File: src/rtl/sync_fifo.sv
// Single-clock FIFO with registered flags, programmable thresholds
// and a selectable registered or first-word-fall-through read port.
module sync_fifo #(
  parameter int DSIZE       = 8,
  parameter int ASIZE       = 4,
  parameter int FALLTHROUGH = 0,
  parameter int AFULL_LVL   = (1 << ASIZE) - 1,
  parameter int AEMPTY_LVL  = 1
) (
  input  logic             clk,
  input  logic             srst,
  input  logic             winc,
  input  logic [DSIZE-1:0] wdata,
  output logic             wfull,
  output logic             awfull,
  output logic             werr,
  input  logic             rinc,
  output logic [DSIZE-1:0] rdata,
  output logic             rempty,
  output logic             arempty,
  output logic             rerr,
  output logic [ASIZE:0]   count
);

  localparam int DEPTH = 1 << ASIZE;
  localparam int AW    = ASIZE + 1;
  localparam logic [ASIZE:0] AF_LVL = AW'(AFULL_LVL);
  localparam logic [ASIZE:0] AE_LVL = AW'(AEMPTY_LVL);

  logic [DSIZE-1:0] mem [DEPTH];

  logic [ASIZE:0] wptr, rptr;
  logic [ASIZE:0] wptr_n, rptr_n;
  logic [ASIZE:0] rptr_inc, count_n;
  logic           wacc, racc;
  logic           wfull_n, rempty_n;

  // next-state pointers, occupancy and flags
  always_comb begin
    wacc     = winc & ~wfull;
    racc     = rinc & ~rempty;
    rptr_inc = rptr + AW'(1);
    wptr_n   = wptr + AW'(wacc);
    rptr_n   = racc ? rptr_inc : rptr;
    count_n  = count + AW'(wacc) - AW'(racc);
    wfull_n  = (wptr_n[ASIZE] != rptr_n[ASIZE]) &&
               (wptr_n[ASIZE-1:0] == rptr_n[ASIZE-1:0]);
    rempty_n = (wptr_n == rptr_n);
  end

  // storage array, not reset; reset drops a coincident write
  always_ff @(posedge clk) begin
    if (!srst && wacc)
      mem[wptr[ASIZE-1:0]] <= wdata;
  end

  // pointers, count, status flags and error pulses
  always_ff @(posedge clk) begin
    if (srst) begin
      wptr    <= '0;
      rptr    <= '0;
      count   <= '0;
      wfull   <= 1'b0;
      awfull  <= 1'b0;
      rempty  <= 1'b1;
      arempty <= 1'b1;
      werr    <= 1'b0;
      rerr    <= 1'b0;
    end else begin
      wptr    <= wptr_n;
      rptr    <= rptr_n;
      count   <= count_n;
      wfull   <= wfull_n;
      awfull  <= (count_n >= AF_LVL);
      rempty  <= rempty_n;
      arempty <= (count_n <= AE_LVL);
      werr    <= winc & wfull;
      rerr    <= rinc & rempty;
    end
  end

  // read data register: popped word, or presented head in fall-through
  always_ff @(posedge clk) begin
    if (srst) begin
      rdata <= '0;
    end else if (FALLTHROUGH == 0) begin
      if (racc)
        rdata <= mem[rptr[ASIZE-1:0]];
    end else begin
      if (racc) begin
        if (count > AW'(1))
          rdata <= mem[rptr_inc[ASIZE-1:0]];
        else if (wacc)
          rdata <= wdata;
      end else if (rempty && wacc) begin
        rdata <= wdata;
      end
    end
  end

endmodule

File: config.mk
export PLATFORM = sky130hd
export DESIGN_NAME = sync_fifo
export DESIGN_NICKNAME = d
export VERILOG_FILES = /design/src/rtl/sync_fifo.sv
export SDC_FILE = /design/constraint.sdc
export NUM_CORES = 1
export LEC_CHECK = 0
export BUFFER_PORTS_ARGS = -buffer_cell sky130_fd_sc_hd__clkbuf_2
export CORE_UTILIZATION = 55
export CTS_CLUSTER_SIZE = 16
export DETAILED_ROUTE_END_ITERATION = 12
export PLACE_DENSITY = 0.87
export SYNTH_ARGS = -nofsm -noshare
export SYNTH_HDL_FRONTEND = slang
export SYNTH_SLANG_ARGS = --single-unit
File: constraint.sdc
create_clock -name clk -period 2.4 [get_ports clk]
set_clock_uncertainty 0.15 [all_clocks]
set_input_delay 0.48 -clock clk [delete_from_list [all_inputs] [get_ports clk]]
set_output_delay 0.48 -clock clk [all_outputs]
set_load 0.01 [all_outputs]
==> results of run 1 <==
## cell usage in the layout, fill, tap and decap left out, drive strengths merged, types with 2 or more instances in the layout
| cell type | instances |
|---|---|
| a21o | 2 |
| a21oi | 11 |
| a22o | 16 |
| and2 | 4 |
| and3 | 2 |
| buf | 30 |
| clkbuf | 48 |
| clkinv | 6 |
| clkinvlp | 3 |
| dfxtp | 29 |
| edfxtp | 128 |
| ha | 7 |
| inv | 9 |
| mux4 | 32 |
| nand2 | 13 |
| nand2b | 4 |
| nand3 | 5 |
| nand3b | 2 |
| nor2 | 26 |
| nor2b | 6 |
| nor3 | 4 |
| o21ai | 9 |
| xnor2 | 8 |
| xnor3 | 2 |
| xor2 | 5 |
## cells by family after synthesis
group	count (synthesis)	synth area share, %
AO/OA/AOI/OAI	43	4.783
XOR/XNOR	16	2.909
adder cells (fa/ha/maj)	8	1.714
buffers and inverters	22	2.332
flip-flops	157	70.47
multiplexers	32	11.96
AND/OR/NAND/NOR	71	5.839
## metrics by stage
stage               setup slack [ns]  TNS (ns)  cell area [um^2]
floorplan                    0.01206         0              6287
global placement             0.04552         0              6733
detailed placement          -0.02511  -0.02511              6733
CTS                           0.1351         0              7279
global route                 0.01305         0              7279
finish                        0.1212         0              7279
## sequential cells by signal, summed over array words and instances, names as in the netlist
| name | cells |
|---|---|
| mem | 128 |
| rdata | 8 |
| count | 5 |
| rptr | 5 |
| wptr | 5 |
| arempty | 1 |
| awfull | 1 |
| rempty | 1 |
| rerr | 1 |
| werr | 1 |
| wfull | 1 |
## worst min-delay path by stage
stage / from / to / slack, ns
5_1_grt: winc / werr / 0.15
3_5_place_dp: rdata[1] / rdata[1] / 0.30
2_1_floorplan: wptr[4] / wptr[4] / 0.33
4_1_cts: winc / werr / 0.15
6_report: winc / werr / 0.16
3_3_place_gp: rdata[3] / rdata[3] / 0.30
## layout make-up
cell class                      count  area (um^2)  area share, %
Timing Repair Buffer               60        400.4          5.500
Sequential cell                   157         4425          60.79
Clock inverter                     14        117.6          1.616
Tap cell                          140        175.2          2.406
Clock buffer                       18        429.2          5.896
Multi-Input combinational cell    170         1713          23.53
Inverter                            5        18.77         0.2578
## critical path, cell delays in order, from the launching register on
cell and delay [ns]:
dfxtp_1 0.34, nand2b_1 0.22, inv_1 0.08, ha_1 0.21
ha_1 0.31, or2_2 0.29, a211oi_1 0.20, o21ai_1 0.15
nor4b_2 0.25
## report_power, final
part           total (W)  leakage [nW]  internal (W)  switching, W
Sequential       0.00309          1.39       0.00303     0.0000616
Combinational   0.000810         0.881      0.000377      0.000433
Clock            0.00247         0.265       0.00142       0.00105
## routing by layer
layer / up-vias / share of wire (%) / track usage (%)
met5: - / 0 / 0
met2: 168 / 49 / 37.66
met1: 1758 / 41 / 30.19
met4: 0 / 2.1 / 8.687
met3: 35 / 7.2 / 7.531
li1: 1499 / - / -
==> metrics.md, run 1 <==
| Metric | Value |
|---|---|
| Status | `finished clean` |
| # hold bufs at CTS | `0` |
| Crit end category | `flop` |
| Crit path DAT | `2.46 ns` |
| Post-CTS Setup Inserts | `0` |
| #FFs+latches synth | `157` |
| Row count | `38` |
| Post-synth cell types | `43` |
| Syn nets | `369` |
| Slew Limit Fails | `0` |
| RR Endpoint | `wfull` |
| R2r startpoint | `wfull` |
| RSZ-0062 raised after global routing | `false` |
| Fill count | `704` |
| DRT Pass-1 Iters | `6` |
| Htree depth | `4` |
| Worst-path maximum fanout | `4` |
| Share of cells above drive strength 1 | `29.25%` |
| Max Buffers Root-to-Sink | `2` |
| Largest net degree at the start of global routing | `27` |
| Commonest cells post-synth | `edfxtp_1, dfxtp_1, nor2_1, mux4_2, a22o_1` |
| Max-cap viol count | `0` |
| Root buffer cell | `clkbuf_16` |
| Hold Path Class | `primary input to flop` |
| Sequential area share after synthesis | `between 70% and 80%` |
| Port Buf Inserts | `30` |
| Drt total wl | `between 10000 and 15000 um` |
| Total power | `0.006373 W` |
| Peak VDD IR | `748.4 uV` |
| Initial antenna violation count | `0` |
| Final hold slack | `0.1645 ns` |
| Top-area cell type share of the netlist area | `61.22%` |
| Core ar. | `10980 um^2` |
| Crit path required time | `2.58 ns` |
| IO Pins | `31` |
| EDFF count, synth | `128` |
| Worst r2r path cells | `8` |
| Worst-margin pin slew | `~0.78 ns` |
| Core Util, Final | `between 60% and 70%` |
| CTS tree | `done` |
| Reg2reg setup slack | `0.12 ns` |
| Cell Area, Synth | `6279 um^2` |
| Die height | `108.8 um` |
| Final HPWL DP | `7926 um` |
| DR DRC count | `0` |
| Critical Path Sink | `wfull` |
| Setup crit start | `wfull` |
| Ys Warns | `0` |
| GRT Overall Usage | `between 20% and 30%` |
| Clock-pin slew on the worst setup and hold paths | `0.06 ns` |
| PwrDens | `roughly 900 nW/um^2` |
| Post-route antenna net violation count | `0` |
| Routability Congestion | `0.7707` |
| Via count | `3460` |
| Routed len/inst | `21.99 um` |
| Fin. Hold Viols | `0` |
| Initial Util | `57.17%` |
| Vias in the first global route | `around 3500` |
| Post-synthesis cell count | `349` |
| Die W | `108.8 um` |
| Worst Hold Depth | `2` |
| N_diodes | `0` |
| Nets@finish | `between 400 and 500` |
| Period utilization | `between 90% and 100%` |
| CTS Buf Count | `17` |
| Slew Limit Headroom | `a little under half` |
| Synth Flop Type | `edfxtp_1` |
| GRT overflow | `0` |
| Leak Pwr | `2.537 nW` |
| Vias/cell | `6.135` |
| Finished Layout Cells | `approximately 560` |
| Ys async rst share | `0%` |
| Setup Viol. Count Final | `0` |
| Most frequent cell after synthesis | `edfxtp_1` |
| Global-route wire length before repair | `19240 um` |
| Die area | `11850 um^2` |
| Critical path type | `flop to flop` |
| Syn-to-layout area delta | `15.94%` |
| Startpoint Class | `flop` |
| Post-CTS sizing | `0` |
| # clock sinks | `157` |
| Min Tclk post-route | `2.279 ns` |
| Syn Area/Cell | `~18 um^2` |
| Main area contributors after synthesis | `edfxtp_1, dfxtp_1, mux4_2` |
| Placed cells | `roughly 530` |
| Post-synth top area cell | `edfxtp_1` |
| FMAX | `0.4388 GHz` |
| Initial DRC count | `376` |
| Worst skew pair latency | `0.42 ns` |
Note: power is estimated with default switching activity, not from simulation.
==> inputs of run 2 (changes only) <==
--- a/config.mk
+++ b/config.mk
@@ -6,10 +6,10 @@
 export NUM_CORES = 1
 export LEC_CHECK = 0
 export BUFFER_PORTS_ARGS = -buffer_cell sky130_fd_sc_hd__clkbuf_2
-export CORE_UTILIZATION = 55
+export CORE_UTILIZATION = 30
 export CTS_CLUSTER_SIZE = 16
 export DETAILED_ROUTE_END_ITERATION = 12
-export PLACE_DENSITY = 0.87
+export PLACE_DENSITY = 0.57
 export SYNTH_ARGS = -nofsm -noshare
 export SYNTH_HDL_FRONTEND = slang
 export SYNTH_SLANG_ARGS = --single-unit
==> run 2 against run 1 <==
Effect of this change: utilization down 30 points; cell area up 2.2%; register-to-register slack better by 0.06 ns; first-iteration DRC count down 36%; highest routed layer unchanged; die area up 82%; total power up 0.41%; via count down 7.1%; wire length down 1.9%; hold slack worse by 0.00062 ns; largest power group unchanged; sequential share of layout area down 1.3 points; combinational power down 2%.
==> metrics.md, run 2 (same netlist as run 1, synthesis figures left out) <==
| Metric | Value |
|---|---|
| Die height | `146.7 um (was 108.8 um)` |
| GRT overflow | `0 (unchanged)` |
| Multi-input gate area | `1713 um^2 (unchanged)` |
| Root buffer cell | `clkbuf_16 (unchanged)` |
| Seq pwr share | `48.2% (was 48.5%)` |
| DRT Pass-1 Iters | `5 (was 6)` |
| Critical path's slowest cell | `dfxtp_1 (unchanged)` |
| Most frequent cells in the layout | `edfxtp_1, clkbuf_2, dfxtp_1, buf_4, nor2_1 (unchanged)` |
| Fill count | `1883 (was 704)` |
| Cell chain of the critical path | `nand2b_1 > inv_1 > ha_1 > ha_1 > or2_2 > a211oi_1 > o21ai_1 > nor4b_2 (unchanged)` |
| Htree depth | `4 (unchanged)` |
| Global-route wire length before repair | `19570 um (was 19240 um)` |
| Initial DRC count | `240 (was 376)` |
| Fin Setup TNS | `0 ns (unchanged)` |
| Most common cell after layout, fill and taps aside | `edfxtp_1 (unchanged)` |
| Critical Path Most Common Cell | `ha_1 (unchanged)` |
| Crit path DAT | `2.40 ns (was 2.46 ns)` |
| RSZ-0062 raised after global routing | `false (unchanged)` |
| Worst skew pair latency | `0.42 ns (about the same)` |
| Fin. Hold Viols | `0 (unchanged)` |
| Worst-margin pin slew | `0.6778 ns (was 0.7812 ns)` |
| Initial antenna violation count | `0 (unchanged)` |
| Hold Path Class | `primary input to flop (unchanged)` |
| Via count | `3213 (was 3460)` |
| DP Worst Slack | `-0.02937 ns (was -0.02511 ns)` |
| Row count | `52 (was 38)` |
| Max-cap viol count | `0 (unchanged)` |
| Leak Pwr | `2.522 nW (was 2.537 nW)` |
| P_sw | `0.001478 W (was 0.001542 W)` |
| FMAX | `0.4507 GHz (was 0.4388 GHz)` |
| # clock sinks | `157 (unchanged)` |
| Drt total wl | `12170 um (was 12400 um)` |
| Worst-path maximum fanout | `4 (unchanged)` |
| Setup Viol. Count Final | `0 (unchanged)` |
| Pint | `0.004921 W (was 0.004831 W)` |
| Crit path required time | `2.58 ns (about the same)` |
| Number of flip-flops in the largest register | `128 (unchanged)` |
| IO Pins | `31 (unchanged)` |
| Vias in the first global route | `3427 (was 3528)` |
| DR DRC count | `0 (unchanged)` |
| Routed len/inst | `17.59 um (was 21.99 um)` |
| WP buf/inv | `1 (unchanged)` |
| Die area | `21510 um^2 (was 11850 um^2)` |
| N_diodes | `0 (unchanged)` |
| Peak VDD IR | `406.4 uV (was 748.4 uV)` |
| Period utilization | `92.45% (was 94.95%)` |
| Worst path max stage delay | `0.34 ns (about the same)` |
| Clock-pin slew on the worst setup and hold paths | `0.06 ns (about the same)` |
| Vias/cell | `4.643 (was 6.135)` |
| Initial Util | `30.83% (was 57.17%)` |
| Final HPWL DP | `8216 um (was 7926 um)` |
| Largest net degree at the start of global routing | `37 (was 27)` |
| Min Tclk post-route | `2.219 ns (was 2.279 ns)` |
| Total power | `0.006399 W (was 0.006373 W)` |
| CTS Buf Count | `17 (unchanged)` |
| PwrDens | `860.4 nW/um^2 (was 875.4 nW/um^2)` |
| GRT Overall Usage | `12.42% (was 23.49%)` |
| Core ar. | `20360 um^2 (was 10980 um^2)` |
| Crit end category | `flop (unchanged)` |
| Post-route antenna net violation count | `0 (unchanged)` |
| Crit-path leading delay family | `simple AND/OR/NAND/NOR gates (unchanged)` |
| Syn-to-layout area delta | `18.45% (was 15.94%)` |
| Die W | `146.7 um (was 108.8 um)` |
| Final worst-path setup slack | `0.1813 ns (was 0.1212 ns)` |
| # hold bufs at CTS | `0 (unchanged)` |
| Share of cells above drive strength 1 | `27.73% (was 29.25%)` |
| Power share of the combinational group | `12.4% (was 12.7%)` |
| Sw Ratio | `23.10% (was 24.19%)` |
| Routability Congestion | `0.7308 (was 0.7707)` |
| Clk pwr share | `39.5% (was 38.8%)` |
| Slew Limit Headroom | `54.65% (was 47.73%)` |
| Port Buf Inserts | `30 (unchanged)` |
| Max Buffers Root-to-Sink | `2 (unchanged)` |
| Register cell area after layout | `4425 um^2 (unchanged)` |
| CTS tree | `done (unchanged)` |
| Final hold slack | `0.1639 ns (was 0.1645 ns)` |
| Nets@finish | `429 (was 431)` |
| Post-CTS sizing | `0 (unchanged)` |
| Critical path type | `flop to flop (unchanged)` |
| Post-CTS Setup Inserts | `0 (unchanged)` |
| Slew Limit Fails | `0 (unchanged)` |
| Startpoint Class | `flop (unchanged)` |
| Status | `finished clean (unchanged)` |
run 2: worst reg2reg max path: cells and delay by family (launching register included):
kind	cells	cell delay, ns
buffers and inverters	1	0.06
adders and majority gates	2	0.50
DFF	1	0.34
and+or+nand+nor	3	0.73
AOI/OAI and AO/OA	2	0.35
run 2: path summary, 6_finish.rpt:
kind / start / endpoint / slack [ns] / cells after the start
max: wfull / wfull / 0.18 / 8
min: winc / werr / 0.16 / 2
max reg2reg: wfull / wfull / 0.18 / 8
min reg2reg: rdata[2] / rdata[2] / 0.30 / 2
run 2: power by group through the flow:
| stage | registers (W) | clock network, W | logic (W) |
|---|---|---|---|
| 2_1_floorplan | 0.00316 | 0 | 0.000556 |
| 3_5_place_dp | 0.00314 | 0 | 0.000804 |
| 6_report | 0.00308 | 0.00252 | 0.000791 |
| 3_3_place_gp | 0.00314 | 0 | 0.000775 |
| 5_1_grt | 0.00309 | 0.00270 | 0.000876 |
| 4_1_cts | 0.00308 | 0.00260 | 0.000807 |
run 2: per-layer routing:
layer | track usage, % | part of all wire [%]
met5 | 0 | 0
met4 | 4.583 | 1.0
met3 | 4.063 | 4.3
met2 | 20.07 | 50
met1 | 15.49 | 45
run 2: cell type report:
type / count / area share (%)
clock buffers: 20 / 5.871
clock inverters: 12 / 1.615
inverters: 5 / 0.2524
multi-input cells: 170 / 23.03
flip-flops and latches: 157 / 59.51
well taps: 270 / 4.542
repair buffers: 58 / 5.182
run 2: per-stage QoR:
stage | std cells | area, um^2 | util, %
final | 692 | 7437 | 36.52
after global routing | 692 | 7437 | 36.52
after CTS | 692 | 7437 | 36.52
after detailed placement | 660 | 6880 | 33.79
after global placement | 660 | 6880 | 33.79
after floorplan | 349 | 6287 | -
